`src/rtl/regfile_mp.sv`:
```
// Multi-port integer register file: NUM_READ combinational read ports,
// one synchronous write port, x0 hardwired to zero, optional write-to-read
// bypass and a per-register busy scoreboard (issue sets, writeback clears).
// Ports:
//   clk, rst            clock, synchronous active-high reset
//   raddr/rdata/rbusy   packed read ports (port k at slice k)
//   we/waddr/wdata      writeback port
//   issue_valid/rd      marks a destination register busy
//   flush               clears every busy bit, data untouched
//   busy_count          registered popcount of the busy bits
module regfile_mp #(
    parameter int WIDTH    = 32,
    parameter int DEPTH    = 32,
    parameter int ADDR_W   = 5,
    parameter int NUM_READ = 2,
    parameter int BYPASS   = 1
) (
    input  logic                       clk,
    input  logic                       rst,
    input  logic [NUM_READ*ADDR_W-1:0] raddr,
    output logic [NUM_READ*WIDTH-1:0]  rdata,
    output logic [NUM_READ-1:0]        rbusy,
    input  logic                       we,
    input  logic [ADDR_W-1:0]          waddr,
    input  logic [WIDTH-1:0]           wdata,
    input  logic                       issue_valid,
    input  logic [ADDR_W-1:0]          issue_rd,
    input  logic                       flush,
    output logic [ADDR_W:0]            busy_count
);

    logic [WIDTH-1:0] r_regs [DEPTH];
    logic [DEPTH-1:0] r_busy;
    logic [ADDR_W:0]  r_busy_count;

    logic [DEPTH-1:0] w_busy_nxt;
    logic [ADDR_W:0]  w_busy_pop;
    logic             w_wr;
    logic             w_iss;

    assign w_wr  = we && (waddr != '0);
    assign w_iss = issue_valid && (issue_rd != '0);

    // Issue is applied after the writeback clear so it wins on a tie.
    always_comb begin
        w_busy_nxt = r_busy;
        if (flush) begin
            w_busy_nxt = '0;
        end else begin
            if (w_wr)
                w_busy_nxt[waddr] = 1'b0;
            if (w_iss)
                w_busy_nxt[issue_rd] = 1'b1;
        end
        w_busy_nxt[0] = 1'b0;
    end

    // Count the next-state bits so the count moves on the same edge.
    always_comb begin
        w_busy_pop = '0;
        for (int i = 0; i < DEPTH; i++)
            w_busy_pop = w_busy_pop + (ADDR_W+1)'(w_busy_nxt[i]);
    end

    always_ff @(posedge clk) begin
        if (rst) begin
            for (int i = 0; i < DEPTH; i++)
                r_regs[i] <= '0;
            r_busy       <= '0;
            r_busy_count <= '0;
        end else begin
            if (w_wr)
                r_regs[waddr] <= wdata;
            r_busy       <= w_busy_nxt;
            r_busy_count <= w_busy_pop;
        end
    end

    assign busy_count = r_busy_count;

    for (genvar k = 0; k < NUM_READ; k++) begin : g_rd
        logic [ADDR_W-1:0] w_ra;
        logic              w_hit;
        logic [WIDTH-1:0]  w_data;
        logic              w_bsy;

        assign w_ra  = raddr[k*ADDR_W +: ADDR_W];
        assign w_hit = (BYPASS != 0) && w_wr && (waddr == w_ra);

        always_comb begin
            w_data = r_regs[w_ra];
            if (w_ra == '0)
                w_data = '0;
            else if (w_hit)
                w_data = wdata;
        end

        // A same-cycle issue to the register keeps it busy despite bypass.
        always_comb begin
            w_bsy = r_busy[w_ra];
            if (w_hit && !(w_iss && issue_rd == w_ra))
                w_bsy = 1'b0;
        end

        assign rdata[k*WIDTH +: WIDTH] = w_data;
        assign rbusy[k]                = w_bsy;
    end

endmodule

```
`config.mk`:
```
export PLATFORM = sky130hd
export DESIGN_NAME = regfile_mp
export DESIGN_NICKNAME = d
export VERILOG_FILES = /design/src/rtl/regfile_mp.sv
export SDC_FILE = /design/constraint.sdc
export NUM_CORES = 2
export LEC_CHECK = 0
export CORE_MARGIN = 3
export CORE_UTILIZATION = 65
export CTS_BUF_LIST = sky130_fd_sc_hd__clkbuf_8
export DETAILED_ROUTE_END_ITERATION = 12
export PLACE_DENSITY = 0.87
export RECOVER_POWER = 25
export SYNTH_ARGS = -nofsm -noshare
export SYNTH_HDL_FRONTEND = slang
export SYNTH_SLANG_ARGS = --single-unit
```
`constraint.sdc`:
```
create_clock -name clk -period 8.73 [get_ports clk]
set_clock_uncertainty 0.1 [all_clocks]
set_input_delay 0.873 -clock clk [delete_from_list [all_inputs] [get_ports clk]]
set_output_delay 0.873 -clock clk [all_outputs]
set_load 0.05 [all_outputs]
```
======== After elaboration in Yosys (flattened, before gate mapping) ========
Memories as Yosys holds them, arrays and structs flattened.
Cells that the tools add are included.
word-level totals
  flip-flop bits (word level) ............. 38
  latch bits .............................. 0
  bits in writable memories ............... 1024
  memory bits (read-only) ................. 0
  bits of input ports ..................... 57
  word-level logic and storage cells ...... 90
  memories ................................ 1
memory list
  name    depth  bits a word  rd ports  clocked after Yosys merged registers in  wr ports  line  RTL
  r_regs  32     32           2         0                                        32        32    logic [WIDTH-1:0] r_regs [DEPTH];
cells by class
  add/subtract/negate cells ............... 30
  multiply operators ...................... 0
  divide/modulo/power cells ............... 0
  order comparisons ....................... 6
  equal/unequal tests ..................... 4
  shift operators ......................... 0
  muxes and demuxes ....................... 26
  bitwise operators ....................... 3
  reductions and logical operators ........ 17
operators with widths
  kind                  count
  $mux W32              9
  $add A6 B1 Y6         25
  $and A32 B32 Y32      1
  $not A32 Y32          1
  $or A32 B32 Y32       1
  $reduce_or A32 Y1     1
  $lt A5 B6 Y1 const B  4
  $eq A5 B5 Y1          4
  $mux W1               12
  $bmux W1 S5           2
  $demux W1 S5          2
  $ge A5 B1 Y1 const B  2
  $logic_and A1 B1 Y1   10
  $logic_not A5 Y1      2
  $reduce_bool A5 Y1    2
  $add A5 B1 Y6         1
  $add A4 B1 Y5         1
  $mux W5               1
  $add A3 B1 Y4         1
  $add A2 B1 Y3         1
  $add A1 B1 Y2         1
  $logic_not A1 Y1      2

======== Longest topological paths before layout ========
  depth in word-level cells ............... 41
  depth in mapped cells ................... 23
  depth with buffers taken out ............ 21

======== Least setup slack after synthesis ========
Ideal clock, no wire load.
  path type ............................... input to register
  start ................................... in issue_rd[2]
  end ..................................... reg r_busy_count[4] (netlist: busy_count[4])
  library setup time ...................... 0.128 ns
  arrival time ............................ 6.279 ns
  path slack .............................. 2.223 ns
  cell stages on the path ................. 22
  path buffers ............................ 2
  path through ............................ clkbuf_1 nor3_1 and3b_1 clkbuf_1 a22oi_1 nor2_1 fa_1 inv_1 fa_1 inv_1 fa_1 inv_1 fa_1 fa_1 fa_1 fa_1 inv_1 fa_1 a21o_1 a21oi_1 xor2_1 nor2_1
on the way
  elaborated cells on any way between the ends .. 40
  classes of those cells .................. add/sub: 30; order compare: 2; mux: 4; bitwise: 1; reduce/logical: 3
RTL lines
  element                                                                    line  RTL
  start, declared                                                            27    input logic [ADDR_W-1:0] issue_rd,
  $lt A5 B6 Y1 (not written as such) / $ge A5 B1 Y1 (equally long branches)  53    w_busy_nxt[issue_rd] = 1'b1;
  $logic_and A1 B1 Y1 (not written as such)                                  53
  $mux W1 (not written as such)                                              53
  $demux W1 S5                                                               53
  $or A32 B32 Y32 (no source line)                                           --
  $mux W32 *                                                                 52    if (w_iss)
  $mux W32 *                                                                 47    if (flush) begin
  via w_busy_nxt[24]                                                         36    logic [DEPTH-1:0] w_busy_nxt;
  $add A6 B1 Y6 * (8 in a row)                                               62    w_busy_pop = w_busy_pop + (ADDR_W+1)'(w_busy_nxt[i]);
  end signal, assigned                                                       75    r_busy_count <= w_busy_pop;
  end, declared                                                              34    logic [ADDR_W:0] r_busy_count;
The timed path passes the listed nets; every way through them passes the cells marked *.
A chain may end at the register's enable or synchronous reset.

==> impl_metrics.csv <==
group,metric,value,unit
flow_run,drv_cap,22,
clock_tree,clockBufferDepth,3,
die,start_util,65.7,%
grt,antenna_found_initial,27,
layout,fillerInstances,5507,
placement,port_buffers,128,
worst_setup_path,critical_path_required,8.97,ns
sta,min_period_over_period,90.6,%
sta,relSlewSlack,-151,%
worst_setup_path,start_kind,"input pin",
synthesis,avgSynthCellArea,14.5,µm²
sta,maxSlewViolCount,723,
layout,layout_commonest_cell,"edfxtp_1",
synthesis,ys_ff_latch,1061,
sta,finalCriticalPeriod,7.91,ns
synthesis,ys.flop_type,"edfxtp_1",
placement,dp_hpwl,115,mm
grt,grt_pass1_wl,282,mm
hold_path,hold_class,"reg2reg",
placement,gp_congestion,0.903,
grt,grt_pass1_vias,41085,
sta,setup-tns-final,0,ns
pwr,leakage,21.9,nW
synthesis,ys_warn_count,0,
clock_tree,cts_setup_buffers,0,
synthesis,synthDistinctLibCells,70,
die,die_w,305,µm
sta,finalHoldViolations,0,
die,placementRows,109,
clock_tree,cts_resized,0,
grt,grt_start_max_net_pins,93,
die,core-area,88500,µm²
die,io_pins,129,
route,ant_nets,0,
route,dr.max_layer_used,"met5",
pwr,ir_worst_vdd,0.162,mV
pwr,powerDensity,185,nW/µm²
clock_tree,cts-root-buf,"clkbuf_8",
die,dieHeight,305,µm
sta,worst_pin_slew,3.76,ns
synthesis,syn_inst,4018,
route,wl_met2,85.5,mm
route,routed_wirelength,198,mm
worst_setup_path,worstRegToRegCells,17,
sta,fmax,126,MHz
clock_tree,path_clk_slew,0.06,ns
route,wirelength_met1,60.1,mm
layout,layout_common_cells,"edfxtp_1 (1024), and2_1 (972), mux4_2 (473)",
status,violations,"capacitance limit, slew limit",
route,route.detailed.wl_per_inst,37.0,µm
layout,utilization,71.3,%
worst_setup_path,critPathKind,"in2reg",
clock_tree,htree_levels,4,
layout,nets,4124,
synthesis,synth-edff-count,1024,
route,drt_iter0_markers,8047,
sta,setup_viol,0,
synthesis,syn_area,58200,µm²
die,die_area,93100,µm²
layout,drive_gt1_share,21.2,%
status,status,"finished, violations left",
clock_tree,clock_sinks,1061,
synthesis,async_reset_ff_share,0,%
synthesis,synth_top_area_share,52.8,%
worst_setup_path,cp_max_fo,44,
worst_setup_path,arrival,8.15,ns
layout,area.growth.synth_to_final,8.51,%
clock_tree,clock_insertion_delay_worst_skew,0.86,ns
grt,overflow,0,
clock_tree,ctsHoldBuffers,0,
hold_path,min_path_cells,2,
grt,grtUsageTotal,42.7,%
sta,rsz0062_at_grt,"no",
route,route.met3.wl,37.1,mm
route,avgViaCountPerCell,7.71,
synthesis,synth_top_area_cell,"edfxtp_1",
synthesis,ys_seq_area_share,54.1,%
route,routed-via-count,41280,
clock_tree,numCtsBuffers,169,
synthesis,synth_area_leaders,"edfxtp_1 (53%), mux4_2 (18%), and2_1 (11%)",
route,dr.pass1.iters,12,
worst_setup_path,cp-end-kind,"flop",
clock_tree,cts_tree,"yes",
route,drcViolationCount,0,
## routing by layer
layer,vias to the layer above,track usage (%)
li1,15445,-
met1,20008,52.7
met2,4611,61.3
met3,1193,20.8
met4,23,26.2
met5,-,0.354
## power by group
group	total (mW)	switching [mW]	internal, mW
Combinational	1.78	1.11	0.669
Clock	3.90	2.02	1.89
Sequential	6.03	0.149	5.88
Total	11.7	3.28	8.43
## final timing paths
check | start | endpoint | slack (ns)
setup reg to reg | r_busy[18] | busy_count[4] | 3.37
hold reg to reg | r_busy[10] | r_busy[10] | 0.53
setup / recovery | rst | r_regs[27][24] | 0.82
hold / removal | r_busy[10] | r_busy[10] | 0.53
## kinds of logic after synthesis
logic type | share of synthesized area [%]
fa+ha+maj | 0.942
mux | 21.1
compound gates | 5.25
simple gates | 14.2
flops | 54.1
buf+inv | 4.00
other cells | 0.00644
xor+xnor | 0.346
## cell type report
cell class                      count  area [µm²]  share of cell area [%]
Antenna cell                       27        67.6                   0.107
Tap cell                         1165        1460                    2.31
Clock inverter                    119         556                   0.880
Sequential cell                  1061       31500                    49.9
Timing Repair Buffer              252        2220                    3.52
Inverter                           31         119                   0.188
Multi-Input combinational cell   2522       24800                    39.3
Clock buffer                      175        2410                    3.81
## through the flow
stage	setup slack (ns)	area, µm²	hold slack [ns]	std cells	power, mW
global route	1.14	63100	0.557	5332	12.0
CTS	2.21	63300	0.403	5325	11.6
detailed placement	1.33	60300	0.507	5031	7.82
floorplan	2.22	58300	0.441	4049	7.19
finish	0.823	63100	0.528	5352	11.7
global placement	1.34	60300	0.522	5031	7.76
## synthesized netlist by cell type, drive strengths merged (16+ instances only)
library cell,count
edfxtp,1024
and2,993
mux4,473
clkbuf,236
buf,199
mux2i,161
o22ai,107
nor2,85
nor3,78
nand2,70
nor2b,48
o21ai,47
a211oi,45
a221oi,43
dfxtp,37
a22oi,32
a32o,32
inv,31
a21oi,23
fa,23
nand2b,23
or2,17
o21bai,16
## state kept, by name, indices dropped and copies added, names as in the netlist
signal      cells
r_regs       1024
r_busy         31
busy_count      6
## critical path, cell delays in order
cell and delay (ns):
clkbuf_1 2.03, clkbuf_1 2.08, o21bai_2 0.40, clkbuf_1 2.66
Note: power is estimated with default switching activity, not from simulation.
